--- config.mk ---
export PLATFORM = sky130hd
export DESIGN_NAME = branch_ctrl
export DESIGN_NICKNAME = d
export VERILOG_FILES = /design/src/rtl/branch_pkg.sv /design/src/rtl/branch_cond.sv /design/src/rtl/branch_ctrl.sv
export SDC_FILE = /design/constraint.sdc
export NUM_CORES = 1
export LEC_CHECK = 0
export CORE_UTILIZATION = 25
export CTS_CLUSTER_SIZE = 14
export DETAILED_ROUTE_END_ITERATION = 12
export PLACE_DENSITY = 0.61
export SYNTH_ARGS = -nofsm -noshare
export SYNTH_HDL_FRONTEND = slang
export SYNTH_SLANG_ARGS = --single-unit
--- constraint.sdc ---
create_clock -name clk -period 2.2 [get_ports clk]
set_input_delay 0.44 -clock clk [delete_from_list [all_inputs] [get_ports clk]]
set_output_delay 0.44 -clock clk [all_outputs]
set_load 0.005 [all_outputs]
--- src/rtl/branch_pkg.sv ---
// Shared definitions for the decode-stage branch resolution controller:
// opcode encodings, FSM state type and the default operand-wait limit.
package branch_pkg;

  localparam int MAX_WAIT_DEF = 8;

  localparam logic [2:0] BR_BEQ  = 3'd0;
  localparam logic [2:0] BR_BNE  = 3'd1;
  localparam logic [2:0] BR_BLEZ = 3'd2;
  localparam logic [2:0] BR_BGTZ = 3'd3;
  localparam logic [2:0] BR_BLTZ = 3'd4;
  localparam logic [2:0] BR_BGEZ = 3'd5;

  typedef enum logic [1:0] {
    IDLE     = 2'd0,
    WAIT     = 2'd1,
    REDIRECT = 2'd2
  } state_t;

endpackage

--- src/rtl/branch_cond.sv ---
// Branch condition evaluator: decides taken/not-taken and reports whether
// the opcode depends on rt. Reserved opcodes resolve not-taken.
module branch_cond
  import branch_pkg::*;
(
  input  logic [2:0]  br_op,
  input  logic [31:0] rs_val,
  input  logic [31:0] rt_val,
  output logic        taken,
  output logic        needs_rt
);

  logic rs_zero;
  logic rs_neg;

  assign rs_zero = (rs_val == 32'd0);
  assign rs_neg  = rs_val[31];

  always_comb begin
    taken    = 1'b0;
    needs_rt = 1'b0;
    unique case (br_op)
      BR_BEQ: begin
        needs_rt = 1'b1;
        taken    = (rs_val == rt_val);
      end
      BR_BNE: begin
        needs_rt = 1'b1;
        taken    = (rs_val != rt_val);
      end
      BR_BLEZ: taken = rs_neg | rs_zero;
      BR_BGTZ: taken = ~rs_neg & ~rs_zero;
      BR_BLTZ: taken = rs_neg;
      BR_BGEZ: taken = ~rs_neg;
      default: taken = 1'b0;
    endcase
  end

endmodule

--- src/rtl/branch_ctrl.sv ---
// Decode-stage branch resolution FSM with operand-wait timer and registered
// redirect. Define BRANCH_STATS_EN to add taken/not-taken counters.
//
// state    | meaning
// IDLE     | no branch pending; resolves immediately when operands are ready
// WAIT     | branch held in decode, waiting on forwarded operands
// REDIRECT | redirect pulse cycle; any presented branch is held off
module branch_ctrl
  import branch_pkg::*;
#(
  parameter int MAX_WAIT = MAX_WAIT_DEF
) (
  input  logic        clk,
  input  logic        reset_n,
  input  logic        br_valid,
  input  logic [2:0]  br_op,
  input  logic [31:0] rs_val,
  input  logic [31:0] rt_val,
  input  logic        rs_ready,
  input  logic        rt_ready,
  input  logic [31:0] br_target,
  input  logic        flush,
  output logic        stall,
  output logic        redirect_valid,
  output logic [31:0] redirect_pc,
  output logic        br_done,
  output logic        wait_err
`ifdef BRANCH_STATS_EN
  ,
  output logic [31:0] taken_cnt,
  output logic [31:0] ntaken_cnt
`endif
);

  localparam logic [7:0] MAX_CNT = 8'(MAX_WAIT);

  state_t      state_q, state_d;
  logic [7:0]  cnt_q, cnt_d;
  logic        done_q;
  logic [31:0] pc_q;
  logic        err_q;
  logic        taken;
  logic        needs_rt;
  logic        ops_ready;
  logic        resolve;

  branch_cond u_cond (
    .br_op   (br_op),
    .rs_val  (rs_val),
    .rt_val  (rt_val),
    .taken   (taken),
    .needs_rt(needs_rt)
  );

  assign ops_ready = rs_ready & (rt_ready | ~needs_rt);

  assign stall = (state_q == REDIRECT) ? br_valid
                                       : (br_valid & ~ops_ready & ~flush);

  always_comb begin
    state_d = state_q;
    cnt_d   = cnt_q;
    resolve = 1'b0;
    unique case (state_q)
      IDLE: begin
        if (br_valid) begin
          if (ops_ready) begin
            resolve = 1'b1;
          end else begin
            state_d = WAIT;
            cnt_d   = 8'd1;
          end
        end
      end
      WAIT: begin
        if (!br_valid) begin
          state_d = IDLE;
          cnt_d   = 8'd0;
        end else if (ops_ready) begin
          resolve = 1'b1;
          state_d = IDLE;
          cnt_d   = 8'd0;
        end else if (cnt_q != MAX_CNT) begin
          cnt_d = cnt_q + 8'd1;
        end
      end
      REDIRECT: state_d = IDLE;
      default:  state_d = IDLE;
    endcase
    if (resolve && taken) state_d = REDIRECT;
    // flush outranks everything, including a resolve in the same cycle
    if (flush) begin
      state_d = IDLE;
      cnt_d   = 8'd0;
      resolve = 1'b0;
    end
  end

  always_ff @(posedge clk or negedge reset_n) begin
    if (!reset_n) begin
      state_q <= IDLE;
      cnt_q   <= 8'd0;
      done_q  <= 1'b0;
      pc_q    <= 32'd0;
      err_q   <= 1'b0;
    end else begin
      state_q <= state_d;
      cnt_q   <= cnt_d;
      done_q  <= resolve;
      if (resolve && taken) pc_q <= br_target;
      if (cnt_d == MAX_CNT) err_q <= 1'b1;
    end
  end

  // a taken resolve always lands in REDIRECT, so the state doubles as the pulse
  assign redirect_valid = (state_q == REDIRECT) & ~flush;
  assign br_done        = done_q & ~flush;
  assign redirect_pc    = pc_q;
  assign wait_err       = err_q;

`ifdef BRANCH_STATS_EN
  always_ff @(posedge clk or negedge reset_n) begin
    if (!reset_n) begin
      taken_cnt  <= 32'd0;
      ntaken_cnt <= 32'd0;
    end else if (br_done) begin
      if (state_q == REDIRECT) taken_cnt  <= taken_cnt + 32'd1;
      else                     ntaken_cnt <= ntaken_cnt + 32'd1;
    end
  end
`endif

endmodule

# --- After elaboration in Yosys (flattened, before gate mapping) ---
# Index checks and enable logic that the tools add are counted.
op_classes:
  n_addsub: 1
  n_eq_ne: 14
  n_mux: 21
  bitwise_logic: 13
  n_reduce_logical: 8
ops:
  columns: ["op", "count"]
  rows:
  - ["$mux W8", 6]
  - ["$eq A32 B32 Y1", 1]
  - ["$logic_not A32 Y1", 1]
  - ["$ne A32 B32 Y1", 1]
  - ["$pmux W8 S2", 1]
  - ["$mux W2", 6]
  - ["$add A8 B1 Y8 const B", 1]
  - ["$eq A8 B4 Y1 const B", 1]
  - ["$ne A4 B4 Y1 const B", 2]
  - ["$ne A8 B4 Y1 const B", 1]
  - ["$and A1 B1 Y1", 6]
  - ["$eq A3 B2 Y1 const B", 2]
  - ["$eq A3 B3 Y1 const B", 2]
  - ["$mux W1", 6]
  - ["$pmux W1 S6", 1]
  - ["$ne A5 B5 Y1 const B", 1]
  - ["$not A1 Y1", 5]
  - ["$pmux W2 S2", 1]
  - ["$reduce_or A2 Y1", 2]
  - ["$eq A3 B1 Y1 const B", 1]
  - ["$logic_not A3 Y1", 1]
  - ["$reduce_and A3 Y1", 1]
  - ["$eq A2 B1 Y1 const B", 1]
  - ["$eq A2 B2 Y1 const B", 1]
  - ["3 further kinds", 5]
word_totals:
  ff_bits: 44
  output_inout_bits: 36
  elab_cells: 62

# --- Longest topological paths before layout ---
logic_depth:
  depth_word: 12
  depth_mapped: 9
  mapped_depth_nobuf: 9

# --- Hierarchy ---
# From an unflattened synthesis, not the netlist that was laid out.
unflattened:
  cells_unflattened: 222
  area_unflattened_um2: 2497.4
modules_own_cells:
  columns: ["module", "instances", "cells_per_inst", "area_per_inst_um2", "seq_area_each_um2"]
  rows:
  - ["branch_ctrl", 1, 155, 2006.9, 1101.1]
  - ["branch_cond", 1, 67, 490.5, 0.0]

# --- Least setup slack after synthesis ---
# Ideal clock, no wire load.
synth_timing:
  kind: "input port to flip-flop"
  start: "in rs_val[24]"
  end: "reg pc_q[0] (netlist: redirect_pc[0])"
  setup_ps: 128
  t_arrival_ps: 2001
  t_required_ps: 2072
  slack_ps: 72
  cell_stages: 8
  path_cell_list: "nor4_1 nand4_1 o21bai_1 xor2_1 a31oi_1 o21ai_2 buf_2 mux2_1"
synth_between:
  elab_chain_cells: 5
synth_lines:
  columns: ["item", "line_no", "text"]
  rows:
  - ["from (decl)", "branch_ctrl.sv:17", "input logic [31:0] rs_val,"]
  - ["$logic_not A32 Y1", "branch_cond.sv:16", "assign rs_zero = (rs_val == 32'd0);"]
  - ["$not A1 Y1", "branch_cond.sv:32", "BR_BGTZ: taken = ~rs_neg & ~rs_zero;"]
  - ["$and A1 B1 Y1", "branch_cond.sv:32", null]
  - ["$pmux W1 S6 *", "branch_cond.sv:22", "unique case (br_op)"]
  - ["$logic_and A1 B1 Y1 *", "branch_ctrl.sv:110", "if (resolve && taken) pc_q <= br_target;"]
  - ["to (signal assigned)", "branch_ctrl.sv:110", null]
  - ["to (decl)", "branch_ctrl.sv:40", "logic [31:0] pc_q;"]
# Mark *: on every way between the ends. The rest lies on a longest branch, timed or not.
# A chain may end at the register's enable or synchronous reset.

# --- Worst setup path in the final report ---
layout_timing:
  start: "in rt_val[29]"
  end: "reg pc_q[7] (netlist: redirect_pc[7])"
layout_between:
  elab_chain_cells: 3
layout_lines:
  columns: ["item", "line_no", "text"]
  rows:
  - ["from (decl)", "branch_ctrl.sv:18", "input logic [31:0] rt_val,"]
  - ["$ne A32 B32 Y1 or $eq A32 B32 Y1 (tied branches)", "branch_cond.sv:29, branch_cond.sv:25", null]
  - ["$pmux W1 S6 *", "branch_cond.sv:22", null]
  - ["$logic_and A1 B1 Y1 *", "branch_ctrl.sv:110", null]
# Marks and branches as above.

==> results.py <==
metrics = {
    "timing": {
        "finalCritPeriodShare_pct": 103,
        "hold_viol_final": 0,
        "slew_headroom_pct": 65.1,
        "fin_crit_ns": 2.26,
        "skew_ns": 0.00342,
        "fin_ws_ns": -0.0559,
        "slew_violations": 0,
        "fmax_ghz": 0.443,
        "finalSetupViolations": 32,
        "tightest_slew_ns": 0.524,
        "rsz0062_at_grt": "true",
    },
    "final_layout": {
        "final_cell_area_um2": 4480,
        "finalNonFillerCells": 493,
        "antenna_cells": 0,
        "area_delta_synth_final_pct": 88.6,
        "drive_gt1_share_pct": 33.2,
        "nets": 488,
    },
    "power": {
        "total_power_mw": 2.72,
        "peakVddDrop_mv": 0.502,
        "p_leak_nw": 1.91,
        "power_density_nw_per_um2": 608,
    },
    "run_status": {
        "violations": "negative setup slack",
        "status": "finished, violations left",
    },
    "logic_synthesis": {
        "synth_top_area_share_pct": 46.4,
        "ys.warnings.count": 0,
        "synth_edf_count": 0,
        "ys_seq_elements": 44,
        "ys.flop_type": "dfrtp_1",
        "async_reset_ff_share_pct": 100,
        "avgSynthCellArea_um2": 11.4,
        "synthTopCellsByArea": "dfrtp_1 46%, mux2_1 15%, xor2_1 12%",
        "synth_fp_nets": 316,
        "synth_cell_types": 40,
        "synthCells": 209,
        "yosysTopAreaCell": "dfrtp_1",
        "syn_area_um2": 2370,
        "yosysSeqAreaShare_pct": 46.4,
    },
    "clocking": {
        "clock_latency_ns": 0.29,
        "clk_pin_slew_ns": 0.08,
        "cts_sinks": 44,
        "h-tree-depth": 2,
        "cts-root-buf": "clkbuf_8",
        "numCtsBuffers": 5,
        "clk_path_buf_depth": 2,
        "cts_tree": "built",
        "hold_buffers": 0,
    },
    "floorplan": {
        "ios": 141,
        "core.rowCount": 35,
        "core_area_um2": 9200,
        "start_util_pct": 25.8,
        "dieArea_um2": 9890,
        "die_x_um": 99.4,
        "die_h_um": 99.4,
    },
    "min_path": {
        "min_path_type": "input pin to async pin",
    },
    "global_routing": {
        "grt_pass1_wl_um": 12900,
        "antenna_found_initial": 0,
        "grtUsageTotal_pct": 16.7,
        "overflow": 0,
        "grt_pass1_vias": 2568,
        "grt_max_degree": 24,
    },
    "place": {
        "hpwl_um": 5730,
        "portBuffers": 140,
        "dp.cells": 478,
        "pre_cts_ws_ns": -0.904,
        "globalplace.congestion": 0.860,
        "place_area_um2": 4080,
    },
    "worst_setup_path": {
        "endpoint_kind": "register",
        "crit_fanout": 8,
        "setup.worst_path.class": "input pin to register",
        "cp-startpoint": "rt_val[29]",
        "critical_path_arrival_ns": 2.44,
        "cp-start-kind": "input pin",
        "critPathRequiredTime_ns": 2.38,
        "r2r-start": "cnt_q[0]",
    },
    "routing": {
        "drt_wl_total_um": 7980,
        "wl_per_cell_um": 16.2,
        "ant_nets": 0,
        "vias_per_cell": 4.72,
        "drc_errors": 0,
        "route.vias.total": 2327,
        "drtIter0Drc": 62,
        "drt_pre_antenna_iters": 4,
    },
    "run": {
        "max_cap_viol_count": 0,
    },
}
## Yosys cell counts (4+ instances only)
library cell,n
nand4_1,4
nand2_1,7
mux2_1,32
nor2_1,9
nor4_1,18
xor2_1,33
dfrtp_1,44
inv_1,4
nand3_1,6
a21oi_1,6
## area by class of cell
cell class / count / area, um2
fillers: 871 / 4720
repair buffers: 171 / 1590
multi-input cells: 155 / 1540
flip-flops and latches: 44 / 1100
well taps: 111 / 139
clock buffers: 8 / 90.1
inverters: 4 / 15.0
## placed cells by master, fill, tap and decap left out, types with 3 or more instances in the layout
| cell type | count |
|---|---|
| clkdlybuf4s15_2 | 9 |
| inv_1 | 4 |
| nand2b_1 | 3 |
| nor4_2 | 11 |
| clkdlybuf4s15_1 | 16 |
| dlygate4sd2_1 | 26 |
| a21oi_1 | 6 |
| nand3_1 | 6 |
| dfrtp_1 | 43 |
| xor2_1 | 29 |
| buf_6 | 5 |
| and3_1 | 3 |
| buf_12 | 3 |
| clkbuf_8 | 6 |
| mux2_4 | 32 |
| nand4_1 | 4 |
| nor2_1 | 8 |
| nand2_1 | 7 |
| buf_2 | 13 |
| buf_4 | 25 |
| nor3_1 | 3 |
| nor4_1 | 4 |
| nor4_4 | 3 |
| clkdlybuf4s50_1 | 71 |
| xor2_2 | 4 |
## registers in the layout, indices dropped and copies added (netlist names)
signal	cells
redirect_pc	32
state_q	2
cnt_q	8
wait_err	1
done_q	1
## final timing paths
| kind | to | cells past startpoint | slack (ns) |
|---|---|---|---|
| min in group clk | wait_err | 1 | 0.50 |
| setup / recovery | redirect_pc[7] | 10 | -0.06 |
| hold reg to reg | wait_err | 1 | 0.50 |
| setup reg to reg | wait_err | 9 | 0.15 |
| hold / removal | redirect_pc[9] | 1 | 0.11 |
| max in group asynchronous | cnt_q[0] | 2 | 1.50 |
## layer usage
metal / wire length, um / global-route usage (%)
met5: 0 / 0
met4: 75 / 3.73
met3: 896 / 5.83
met2: 3870 / 30.7
met1: 3150 / 18.5
## kinds of logic (layout without fill, tap and decap cells)
kind of cell / after synthesis / after routing / synth area share, %
adder cells (fa/ha/maj): 2 / 2 / 1.05
buffers and inverters: 10 / 183 / 1.90
AO/OA/AOI/OAI: 19 / 19 / 5.85
flip-flops: 44 / 44 / 46.4
XOR/XNOR: 34 / 34 / 12.5
multiplexers: 34 / 34 / 16.0
AND/OR/NAND/NOR: 66 / 66 / 16.2
## report_power, final
| part | total [mW] | internal (mW) | switching, mW |
|---|---|---|---|
| Clock | 0.517 | 0.256 | 0.261 |
| Sequential | 1.12 | 1.00 | 0.115 |
| Combinational | 1.08 | 0.768 | 0.317 |
| Total | 2.72 | 2.03 | 0.693 |
## timing repair
| item | 4_1_cts | 5_1_grt |
|---|---|---|
| buffers inserted | 7 | 0 |
| cloned | 4 | 0 |
| endpoints found under the setup margin | 35 | 37 |
| resized for setup | 202 | 27 |
| pin swaps | 34 | 7 |
## critical path, cell delays in order
cell and delay, ns:
buf_6 0.10, xor2_2 0.18, nor4_4 0.34, buf_4 0.16, nand4_1 0.12, nor2_2 0.18, mux2i_2 0.28, o21ai_4 0.16
buf_12 0.19, mux2_4 0.30
## metrics by stage
stage               utilization [%]  TNS [ns]  hold WS [ns]
floorplan                         -         0         0.144
global placement               44.4    -27.10         0.439
detailed placement             44.4    -30.12         0.443
CTS                            48.8     -2.02         0.120
global route                   48.7     -3.99         0.136
finish                         48.7     -1.53         0.112
No activity file was read; power rests on OpenSTA's default activity.
